## src/rtl/gpio_if_pkg.sv

```systemverilog
// Shared definitions for the GPIO ingress unpacker and the matching egress packer.
// Both directions use the same state encoding and word/sample ordering.
package gpio_if_pkg;

    localparam logic [2:0] ST_IDLE   = 3'b001;
    localparam logic [2:0] ST_LOAD   = 3'b010;
    localparam logic [2:0] ST_STREAM = 3'b100;

    localparam int SAMPLES_PER_WORD    = 3;
    localparam int DEF_BATCH_NUM       = 42;
    localparam int DEF_NPU_INPUT_WIDTH = 16;
    localparam int DEF_INPUT_WIDTH     = DEF_NPU_INPUT_WIDTH * SAMPLES_PER_WORD;
    localparam int DEF_FIFO_WIDTH      = DEF_INPUT_WIDTH;
    localparam int DEF_FIFO_DEPTH      = 16;

    function automatic int words_for(input int batch_num);
        return batch_num / SAMPLES_PER_WORD;
    endfunction

    localparam int WORDS_PER_BATCH = words_for(DEF_BATCH_NUM);

endpackage

```

## src/rtl/gpio_input_interface_sync_fifo.sv

```systemverilog
// Single-clock FIFO with registered read data and a one-cycle read-valid flag.
// Writes while full and reads while empty are ignored.
module sync_fifo #(
    parameter int WIDTH = 48,
    parameter int DEPTH = 16
) (
    input  logic             clk,
    input  logic             rst_n,
    input  logic             rd_en,
    input  logic             wr_en,
    input  logic [WIDTH-1:0] wr_data,
    output logic [WIDTH-1:0] rd_data,
    output logic             valid,
    output logic             full,
    output logic             empty
);

    localparam int AW = (DEPTH > 1) ? $clog2(DEPTH) : 1;
    localparam int CW = $clog2(DEPTH + 1);

    logic [WIDTH-1:0] mem_r [DEPTH];
    logic [AW-1:0]    wr_ptr_r;
    logic [AW-1:0]    rd_ptr_r;
    logic [CW-1:0]    count_r;
    logic             do_wr_s;
    logic             do_rd_s;

    assign full    = (count_r == CW'(DEPTH));
    assign empty   = (count_r == {CW{1'b0}});
    assign do_wr_s = wr_en & ~full;
    assign do_rd_s = rd_en & ~empty;

    // Storage array; contents are meaningless until written, so no reset.
    always_ff @(posedge clk) begin
        if (do_wr_s) begin
            mem_r[wr_ptr_r] <= wr_data;
        end
    end

    // Pointers, occupancy and registered read port.
    always_ff @(posedge clk or negedge rst_n) begin
        if (!rst_n) begin
            wr_ptr_r <= {AW{1'b0}};
            rd_ptr_r <= {AW{1'b0}};
            count_r  <= {CW{1'b0}};
            rd_data  <= {WIDTH{1'b0}};
            valid    <= 1'b0;
        end else begin
            valid <= do_rd_s;
            if (do_wr_s) begin
                wr_ptr_r <= (wr_ptr_r == AW'(DEPTH - 1)) ? {AW{1'b0}} : wr_ptr_r + AW'(1);
            end
            if (do_rd_s) begin
                rd_data  <= mem_r[rd_ptr_r];
                rd_ptr_r <= (rd_ptr_r == AW'(DEPTH - 1)) ? {AW{1'b0}} : rd_ptr_r + AW'(1);
            end
            case ({do_wr_s, do_rd_s})
                2'b10:   count_r <= count_r + CW'(1);
                2'b01:   count_r <= count_r - CW'(1);
                default: count_r <= count_r;
            endcase
        end
    end

endmodule

```

## src/rtl/gpio_input_interface.sv

```systemverilog
// Host-to-NPU ingress: buffers one batch of 48-bit host words, then streams
// each word MSB-first as three 16-bit samples over a valid/ready handshake.
module gpio_input_interface
    import gpio_if_pkg::*;
#(
    parameter int BATCH_NUM       = DEF_BATCH_NUM,
    parameter int NPU_INPUT_WIDTH = DEF_NPU_INPUT_WIDTH,
    parameter int INPUT_WIDTH     = DEF_INPUT_WIDTH,
    parameter int FIFO_WIDTH      = DEF_FIFO_WIDTH,
    parameter int FIFO_DEPTH      = DEF_FIFO_DEPTH
) (
    input  logic                       sys_clk,
    input  logic                       rst_n,
    input  logic                       host_wr_en,
    input  logic [INPUT_WIDTH-1:0]     host_wr_data,
    output logic                       host_busy,
    output logic                       wr_err,
    output logic                       cal_start,
    output logic [NPU_INPUT_WIDTH-1:0] npu_in_data,
    output logic                       npu_in_data_vld,
    input  logic                       npu_in_ready,
    output logic                       batch_done
);

    localparam int WORDS = words_for(BATCH_NUM);
    localparam int SCW   = $clog2(BATCH_NUM + 1);
    localparam int WCW   = $clog2(WORDS + 1);

    logic [2:0]             state_r;
    logic [2:0]             state_nxt_s;
    logic [WCW-1:0]         word_cnt_r;
    logic [SCW-1:0]         sample_cnt_r;
    logic [INPUT_WIDTH-1:0] shift_r;
    logic [1:0]             idx_r;
    logic                   vld_r;
    logic                   cal_start_r;
    logic                   host_busy_r;
    logic                   wr_err_r;
    logic                   batch_done_r;

    logic                   is_stream_s;
    logic                   wr_accept_s;
    logic                   wr_drop_s;
    logic                   accept_s;
    logic                   last_in_word_s;
    logic                   last_sample_s;
    logic                   batch_full_s;
    logic                   fifo_rd_en_s;
    logic [FIFO_WIDTH-1:0]  fifo_rd_data_s;
    logic                   fifo_valid_s;
    logic                   fifo_full_s;
    logic                   fifo_empty_s;

    assign is_stream_s    = (state_r == ST_STREAM);
    assign wr_accept_s    = host_wr_en & ~is_stream_s & ~fifo_full_s;
    assign wr_drop_s      = host_wr_en & ~wr_accept_s;
    assign accept_s       = vld_r & npu_in_ready;
    assign last_in_word_s = accept_s & (idx_r == 2'd2);
    assign last_sample_s  = accept_s & (sample_cnt_r == SCW'(BATCH_NUM - 1));
    // word_cnt is 0 in IDLE, so a one-word batch also jumps straight to STREAM.
    assign batch_full_s   = wr_accept_s & (word_cnt_r == WCW'(WORDS - 1));
    // First word is fetched on cal_start; later words are prefetched on the third sample.
    assign fifo_rd_en_s   = (cal_start_r | (last_in_word_s & ~last_sample_s)) & ~fifo_empty_s;

    assign host_busy       = host_busy_r;
    assign wr_err          = wr_err_r;
    assign cal_start       = cal_start_r;
    assign batch_done      = batch_done_r;
    assign npu_in_data_vld = vld_r;
    assign npu_in_data     = shift_r[INPUT_WIDTH-1 -: NPU_INPUT_WIDTH];

    sync_fifo #(
        .WIDTH (FIFO_WIDTH),
        .DEPTH (FIFO_DEPTH)
    ) sync_fifo_inst (
        .clk     (sys_clk),
        .rst_n   (rst_n),
        .rd_en   (fifo_rd_en_s),
        .wr_en   (wr_accept_s),
        .wr_data (host_wr_data),
        .rd_data (fifo_rd_data_s),
        .valid   (fifo_valid_s),
        .full    (fifo_full_s),
        .empty   (fifo_empty_s)
    );

    // Next-state decode for the load/stream sequencer.
    always_comb begin
        state_nxt_s = state_r;
        case (state_r)
            ST_IDLE: begin
                if (batch_full_s) begin
                    state_nxt_s = ST_STREAM;
                end else if (wr_accept_s) begin
                    state_nxt_s = ST_LOAD;
                end else begin
                    state_nxt_s = ST_IDLE;
                end
            end
            ST_LOAD: begin
                if (batch_full_s) begin
                    state_nxt_s = ST_STREAM;
                end else begin
                    state_nxt_s = ST_LOAD;
                end
            end
            ST_STREAM: begin
                if (last_sample_s) begin
                    state_nxt_s = ST_IDLE;
                end else begin
                    state_nxt_s = ST_STREAM;
                end
            end
            default: state_nxt_s = ST_IDLE;
        endcase
    end

    // State, counters and registered status pulses.
    always_ff @(posedge sys_clk or negedge rst_n) begin
        if (!rst_n) begin
            state_r      <= ST_IDLE;
            word_cnt_r   <= {WCW{1'b0}};
            sample_cnt_r <= {SCW{1'b0}};
            cal_start_r  <= 1'b0;
            host_busy_r  <= 1'b0;
            wr_err_r     <= 1'b0;
            batch_done_r <= 1'b0;
        end else begin
            state_r      <= state_nxt_s;
            cal_start_r  <= ~is_stream_s & (state_nxt_s == ST_STREAM);
            host_busy_r  <= (state_nxt_s == ST_STREAM);
            wr_err_r     <= wr_drop_s;
            batch_done_r <= last_sample_s;
            if (last_sample_s) begin
                word_cnt_r   <= {WCW{1'b0}};
                sample_cnt_r <= {SCW{1'b0}};
            end else begin
                if (wr_accept_s) begin
                    word_cnt_r <= word_cnt_r + WCW'(1);
                end
                if (accept_s) begin
                    sample_cnt_r <= sample_cnt_r + SCW'(1);
                end
            end
        end
    end

    // Unpack register: loads a FIFO word, shifts one sample out per acceptance.
    always_ff @(posedge sys_clk or negedge rst_n) begin
        if (!rst_n) begin
            shift_r <= {INPUT_WIDTH{1'b0}};
            idx_r   <= 2'd0;
            vld_r   <= 1'b0;
        end else if (fifo_valid_s) begin
            shift_r <= fifo_rd_data_s;
            idx_r   <= 2'd0;
            vld_r   <= 1'b1;
        end else if (accept_s) begin
            if (idx_r == 2'd2) begin
                idx_r <= 2'd0;
                vld_r <= 1'b0;
            end else begin
                shift_r <= shift_r << NPU_INPUT_WIDTH;
                idx_r   <= idx_r + 2'd1;
            end
        end
    end

endmodule

```

## config.mk

```make
export PLATFORM = sky130hd
export DESIGN_NAME = gpio_input_interface
export DESIGN_NICKNAME = d
export VERILOG_FILES = /design/src/rtl/gpio_if_pkg.sv /design/src/rtl/gpio_input_interface_sync_fifo.sv /design/src/rtl/gpio_input_interface.sv
export SDC_FILE = /design/constraint.sdc
export NUM_CORES = 1
export LEC_CHECK = 0
export BUFFER_PORTS_ARGS = -buffer_cell sky130_fd_sc_hd__buf_2
export CAP_MARGIN = 40
export CORE_MARGIN = 4
export CORE_UTILIZATION = 56
export DETAILED_ROUTE_END_ITERATION = 6
export PLACE_DENSITY_LB_ADDON = 0.25
export SYNTH_ARGS = -nofsm -noshare
export SYNTH_HDL_FRONTEND = slang
export SYNTH_SLANG_ARGS = --single-unit
```

## constraint.sdc

```tcl
create_clock -name sys_clk -period 5.45 [get_ports sys_clk]
set_input_delay 1.09 -clock sys_clk [delete_from_list [all_inputs] [get_ports sys_clk]]
set_output_delay 1.09 -clock sys_clk [all_outputs]
set_load 0.01 [all_outputs]
```

* After elaboration in Yosys (flattened, before gate mapping)
Memory sizes are Yosys's and may differ from the RTL's. A register that Yosys moved wholly into a read port is not among the register bits.
Index checks and enable logic that the tools add are counted.
W data, S select, Z words.
** Storage, ports and cells
- Flip-flop bits (word level) :: 82
- Word-level logic and storage cells :: 85
- Input bits :: 52
- Memories :: 1
- Output and inout port bits :: 21
- Memory bits (writable) :: 768
** Operators by class
- Reduce and logical (&&, ||, !) cells :: 9
- Bitwise logic cells :: 18
- Multiplexer cells :: 23
- Equality and inequality tests :: 13
- Add/sub/neg operators :: 7
** Memory list
- sync_fifo_inst.mem_r :: depth 16, bits a word 48, rd ports 1, clocked after memory_dff 1, wr ports 1, line gpio_input_interface_sync_fifo.sv:21 : logic [WIDTH-1:0] mem_r [DEPTH];
** Operators by type and width (count)
- $mux W48 :: 3
- $mux W4 :: 4
- $add A4 B1 Y4 const B :: 3
- $and A1 B1 Y1 :: 12
- $eq A4 B4 Y1 const B :: 3
- $mux W6 :: 2
- $pmux W5 S2 :: 1
- $reduce_bool A2 Y1 :: 5
- $mux W3 :: 3
- $pmux W3 S3 :: 1
- $mux W2 :: 4
- $add A6 B1 Y6 const B :: 1
- $eq A3 B3 Y1 const B :: 2
- $eq A6 B6 Y1 const B :: 1
- $add A5 B1 Y5 const B :: 1
- $eq A5 B5 Y1 const B :: 1
- $logic_not A5 Y1 :: 1
- $mux W1 :: 5
- $not A1 Y1 :: 5
- $sub A5 B1 Y5 const B :: 1
- $eq A2 B2 Y1 const B :: 2
- $reduce_and A2 Y1 :: 2
- $eq A3 B1 Y1 const B :: 1
- $eq A3 B2 Y1 const B :: 1
- 5 further kinds :: 5

* Logic depth before layout (Yosys ltp)
- Depth in word-level cells :: 9
- Gate-level depth with buffers :: 15
- Depth with buffers taken out :: 13

* By module
From an unflattened synthesis, not the netlist that was laid out.
** Unflattened totals
- Cell total of the unflattened synthesis :: 1743
- Area, all modules :: 34639.5 sq um
** Modules (own cells, without submodules)
- sync_fifo :: area an instance 31290.0 sq um, cells each 1373, times used 1, sequential area each 24613.6 sq um
- gpio_input_interface :: area an instance 3349.5 sq um, cells each 370, times used 1, sequential area each 1702.9 sq um

* Worst setup path before layout
Ideal clock, no wire load.
- Kind :: input-to-reg
- Start :: input port host_wr_en
- End :: memory sync_fifo_inst.mem_r[0][0], enable pin
- Data arrival time :: 4996 ps
- Slack :: -58 ps
- Buffers on the path :: 1
- Required time :: 4937 ps
- Cell stages on the path :: 4
- Path through :: o221a_2 clkbuf_1 nand2_1 nor3_1
** Between the ends
- Cells in the longest elaborated chain, start to end :: 5
** RTL lines
- from (decl) :: line gpio_input_interface.sv:14 : input logic host_wr_en,
- $and A1 B1 Y1 (2 in a row) :: line gpio_input_interface.sv:55 : assign wr_accept_s = host_wr_en & ~is_stream_s & ~fifo_full_s;
- $and A1 B1 Y1 :: line gpio_input_interface_sync_fifo.sv:30 : assign do_wr_s = wr_en & ~full;
- $mux W1 :: line gpio_input_interface_sync_fifo.sv:35 : if (do_wr_s) begin
- $mux W1 (not written as such) :: line gpio_input_interface_sync_fifo.sv:36 : mem_r[wr_ptr_r] <= wr_data;
- to (decl) :: line gpio_input_interface_sync_fifo.sv:21
No other way between the ends.

* Worst setup path after layout
- Start :: register sync_fifo_inst.count_r[0]
- End :: register sync_fifo_inst.count_r[4]
** Between the ends
- Cells in the longest elaborated chain, start to end :: 6
** RTL lines
- from (decl) :: line gpio_input_interface_sync_fifo.sv:24 : logic [CW-1:0] count_r;
- from (signal assigned) :: line gpio_input_interface_sync_fifo.sv:45 : count_r <= {CW{1'b0}};
- from (signal assigned) :: line gpio_input_interface_sync_fifo.sv:58 : 2'b10: count_r <= count_r + CW'(1);
- from (signal assigned) :: line gpio_input_interface_sync_fifo.sv:59 : 2'b01: count_r <= count_r - CW'(1);
- $eq A5 B5 Y1 or $logic_not A5 Y1 (tied branches) :: line gpio_input_interface_sync_fifo.sv:28, gpio_input_interface_sync_fifo.sv:29
- $not A1 Y1 (on tied branches)
- $and A1 B1 Y1 (on tied branches) :: line gpio_input_interface.sv:55, gpio_input_interface.sv:63
- $and A1 B1 Y1 (on tied branches) :: line gpio_input_interface_sync_fifo.sv:30, gpio_input_interface_sync_fifo.sv:31
- $eq A2 B1 Y1 or $eq A2 B2 Y1 (tied branches) :: line gpio_input_interface_sync_fifo.sv:57 : case ({do_wr_s, do_rd_s})
- $pmux W5 S2 or $reduce_bool A2 Y1 (tied branches)
Several ways; a longest one is shown, not always the timed one.
A chain may end at the register's enable or synchronous reset.

==> summary.md <==
| Metric | Value |
|---|---|
| Status | complete, no violations |
| Pwr Total | 13800 uW |
| Clk sinks | 898 |
| Synth area leaders | edfxtp_1 66%, mux4_2 12%, dfrtp_1 9.2% |
| Syn Inst Count | 1656 |
| Yosys Warn Count | 0 |
| Final wirelength | 74.0 mm |
| H-tree level count | 3 |
| Worst Tran Pin Value | 0.876 ns |
| Commonest cells in the netlist | 768 x edfxtp_1, 192 x mux4_2, 178 x mux2i_1, 129 x dfrtp_1, 51 x mux2_2 |
| Setup CP Type | flip-flop to flip-flop |
| Antenna Violating Nets Remaining | 0 |
| Fin crit share | 0.656 |
| Die H | 258 um |
| End point of the critical path | sync_fifo_inst.count_r[4] |
| Die area | 66500 um2 |
| NumNets Final | 1826 |
| CTS Buf Count | 90 |
| R2R Path Start | sync_fifo_inst.count_r[0] |
| Endpoints failing setup | 0 |
| Post-Syn Nets | 1720 |
| Cell area power density | 349 nW/um2 |
| Worst r2r path cells | 10 |
| Leading area contributor after synthesis | edfxtp_1 |
| Main flop type after synthesis | edfxtp_1 |
| Worst-path clk slew | 0.06 ns |
| Cells after DPL | 2507 |
| Flop pwr share | 0.542 |
| Final Skew | 0.0191 ns |
| Diodes inserted | 0 |
| Final Hold Vio Count | 0 |
| Clk pwr share | 0.448 |
| Max VDD drop | 269 uV |
| Core Region | 61700 um2 |
| Startpoint Class | flip-flop |
| Distinct cells, synth | 49 |
| Worst-Skew Late Latency | 0.63 ns |
| Crit Path Max Fanout | 13 |
| DR iter-0 viols | 1872 |
| R2R setup slack | 1.88 ns |
| # port buffers | 72 |
| WL/cell | 27.7 um |
| Detailed Place HPWL | 45.2 mm |
| Lkg Pwr | 0.0128 uW |
| CP arrival | 4.05 ns |
| Die X | 258 um |
| DR vias | 16.4k |
| Crit path capture type | flip-flop |
| Sw frac | 0.189 |
| DRC viols | 0 |
| GRT Util Overall | 0.226 |
| FF-to-FF End | sync_fifo_inst.count_r[4] |
| Hold Path Class | input pin to async pin |
| Required time of the worst setup path | 5.93 ns |
| Mapped Avg Cell Area | 21.1 um2 |
| Postcts setup bufs | 0 |
| Vias per std cell | 6.15 |
| Mapped Area | 35000 um2 |
| Slew HR | 0.416 |
| Number of max-cap violations | 0 |
| Setup_tns | 0 ns |
| Synth Register Bits | 898 |
| Global-route wire length before repair | 111 mm |
| Post-synth top area share | 0.659 |
| EDFF count, synth | 768 |
| # rows | 91 |
| Drt pass-1 iters | 5 |
| Non-filler cells, final | 2673 |
| Vias in the first global route | 16.8k |
| Layout cells sized above 1 | 0.282 |
| Hold Buf Count CTS | 0 |
| Largest net degree at the start of global routing | 61 |
| Root Buffer | clkbuf_16 |
| Starting Density | 0.567 |
| CTS Buffer Depth | 3 |
| Combinational share of power | 0.010 |
| Worst Setup SP | sync_fifo_inst.count_r[0] |
| Fmax | 280 MHz |
| NetSw | 2600 uW |
| Initial antenna violation count | 2 |
| Cell Int Power | 11200 uW |
| Max-slew violation count | 0 |
| GR Overflow Total | 0 |
| RePlAce Congestion | 0.810 |
| Fillers | 4098 |
| Io pins | 73 |
| Resize count post-CTS | 0 |
| CTS tree | built |
| Sequential element share of the synthesized area | 0.752 |
| P&R area growth vs syn | 12.9% |
| Min Tclk post-route | 3.57 ns |
| RSZ-0062 raised after global routing | no |
| Count leader, synth | edfxtp_1 |
| Asr flop ratio synth | 0.145 |
## state kept, by name (all words and copies together) (netlist names)
signal and flops:
state_r 3, word_cnt_r 4, shift_r 48, wr_err 1
sync_fifo_inst.rd_data 48, sync_fifo_inst.valid 1, sync_fifo_inst.count_r 5, batch_done 1
host_busy 1, sample_cnt_r 6, cal_start 1, sync_fifo_inst.mem_r 768
sync_fifo_inst.wr_ptr_r 4, npu_in_data_vld 1, sync_fifo_inst.rd_ptr_r 4, idx_r 2
## cells by family after synthesis
kind of cell | share of synthesized area
XOR/XNOR | 0.00250
adder cells (fa/ha/maj) | 0.00429
flip-flops | 0.752
AO/OA/AOI/OAI | 0.0169
buffers and inverters | 0.0185
multiplexers | 0.191
AND/OR/NAND/NOR | 0.0143
## worst max-delay path, stage by stage, from the launching register on
cell	delay (ns)
dfrtp_1	0.43
or4_1	0.56
o221a_2	0.41
inv_1	0.31
ha_1	0.43
xor2_1	0.19
ha_1	0.24
a21o_1	0.14
a22oi_1	0.11
o211a_1	0.23
a2111oi_0	0.37
## per-stage QoR
stage	hold slack [ns]	setup WS, ns	instance area (um2)	util
after global routing	0.413	1.66	39500	0.640
after floorplan	0.443	0.244	35000	-
after CTS	0.376	1.86	39500	0.640
after detailed placement	0.467	1.74	36500	0.592
after global placement	0.458	1.90	36300	0.588
final	0.392	1.88	39500	0.640
## power by group through the flow
stage	Combinational (uW)	Sequential, uW	Clock (uW)
finish	139	7460	6180
global route	151	7460	6620
CTS	139	7460	6280
detailed placement	139	7600	0
global placement	128	7600	0
floorplan	0.272	7610	0
## routing by layer
| metal | vias up | global-route usage | share of wire | routed length (um) |
|---|---|---|---|---|
| li1 | 6953 | - | - | - |
| met1 | 8727 | 0.350 | 0.43 | 31500 |
| met2 | 675 | 0.335 | 0.46 | 34400 |
| met3 | 89 | 0.0502 | 0.091 | 6750 |
| met4 | 0 | 0.0576 | 0.019 | 1400 |
| met5 | - | 0 | 0 | 0 |
## final cells by class
| cell class | instances | area, um2 | area share |
|---|---|---|---|
| clock inverters | 43 | 474 | 0.0120 |
| repair buffers | 118 | 930 | 0.0235 |
| well taps | 837 | 1050 | 0.0265 |
| multi-input cells | 644 | 8160 | 0.207 |
| clock buffers | 123 | 2510 | 0.0636 |
| flip-flops and latches | 898 | 26300 | 0.667 |
| inverters | 10 | 37.5 | 0.000951 |
## worst min path at each step
| stage | from | to | slack, ns | depth (start not counted) |
|---|---|---|---|---|
| after CTS | rst_n | batch_done | 0.38 | 1 |
| after floorplan | sample_cnt_r[5] | sample_cnt_r[5] | 0.44 | 1 |
| final | rst_n | batch_done | 0.39 | 1 |
| after global routing | rst_n | batch_done | 0.41 | 1 |
| after detailed placement | shift_r[32] | shift_r[32] | 0.47 | 2 |
| after global placement | shift_r[32] | shift_r[32] | 0.46 | 2 |
## placed cells by master, fill, tap and decap left out, drive strengths merged, types with 2 or more instances in the layout
| cell type | n |
|---|---|
| a22o | 16 |
| ha | 12 |
| nor3 | 5 |
| dfrtp | 129 |
| a22oi | 2 |
| clkinvlp | 5 |
| and2 | 2 |
| a21o | 4 |
| nor2 | 23 |
| a21oi | 10 |
| bufinv | 10 |
| mux2i | 178 |
| a32oi | 2 |
| clkinv | 25 |
| nand2 | 49 |
| nand4 | 2 |
| nand2b | 8 |
| xor2 | 4 |
| nor4 | 2 |
| a211oi | 2 |
| o21ai | 44 |
| mux4 | 192 |
| clkbuf | 123 |
| o211ai | 2 |
| edfxtp | 768 |
| mux2 | 51 |
| nand3 | 6 |
| xnor2 | 6 |
| or3 | 3 |
| buf | 118 |
| inv | 13 |
| and3 | 2 |
| nor2b | 3 |
| o32ai | 2 |
Power figures use the tool's default switching activity.
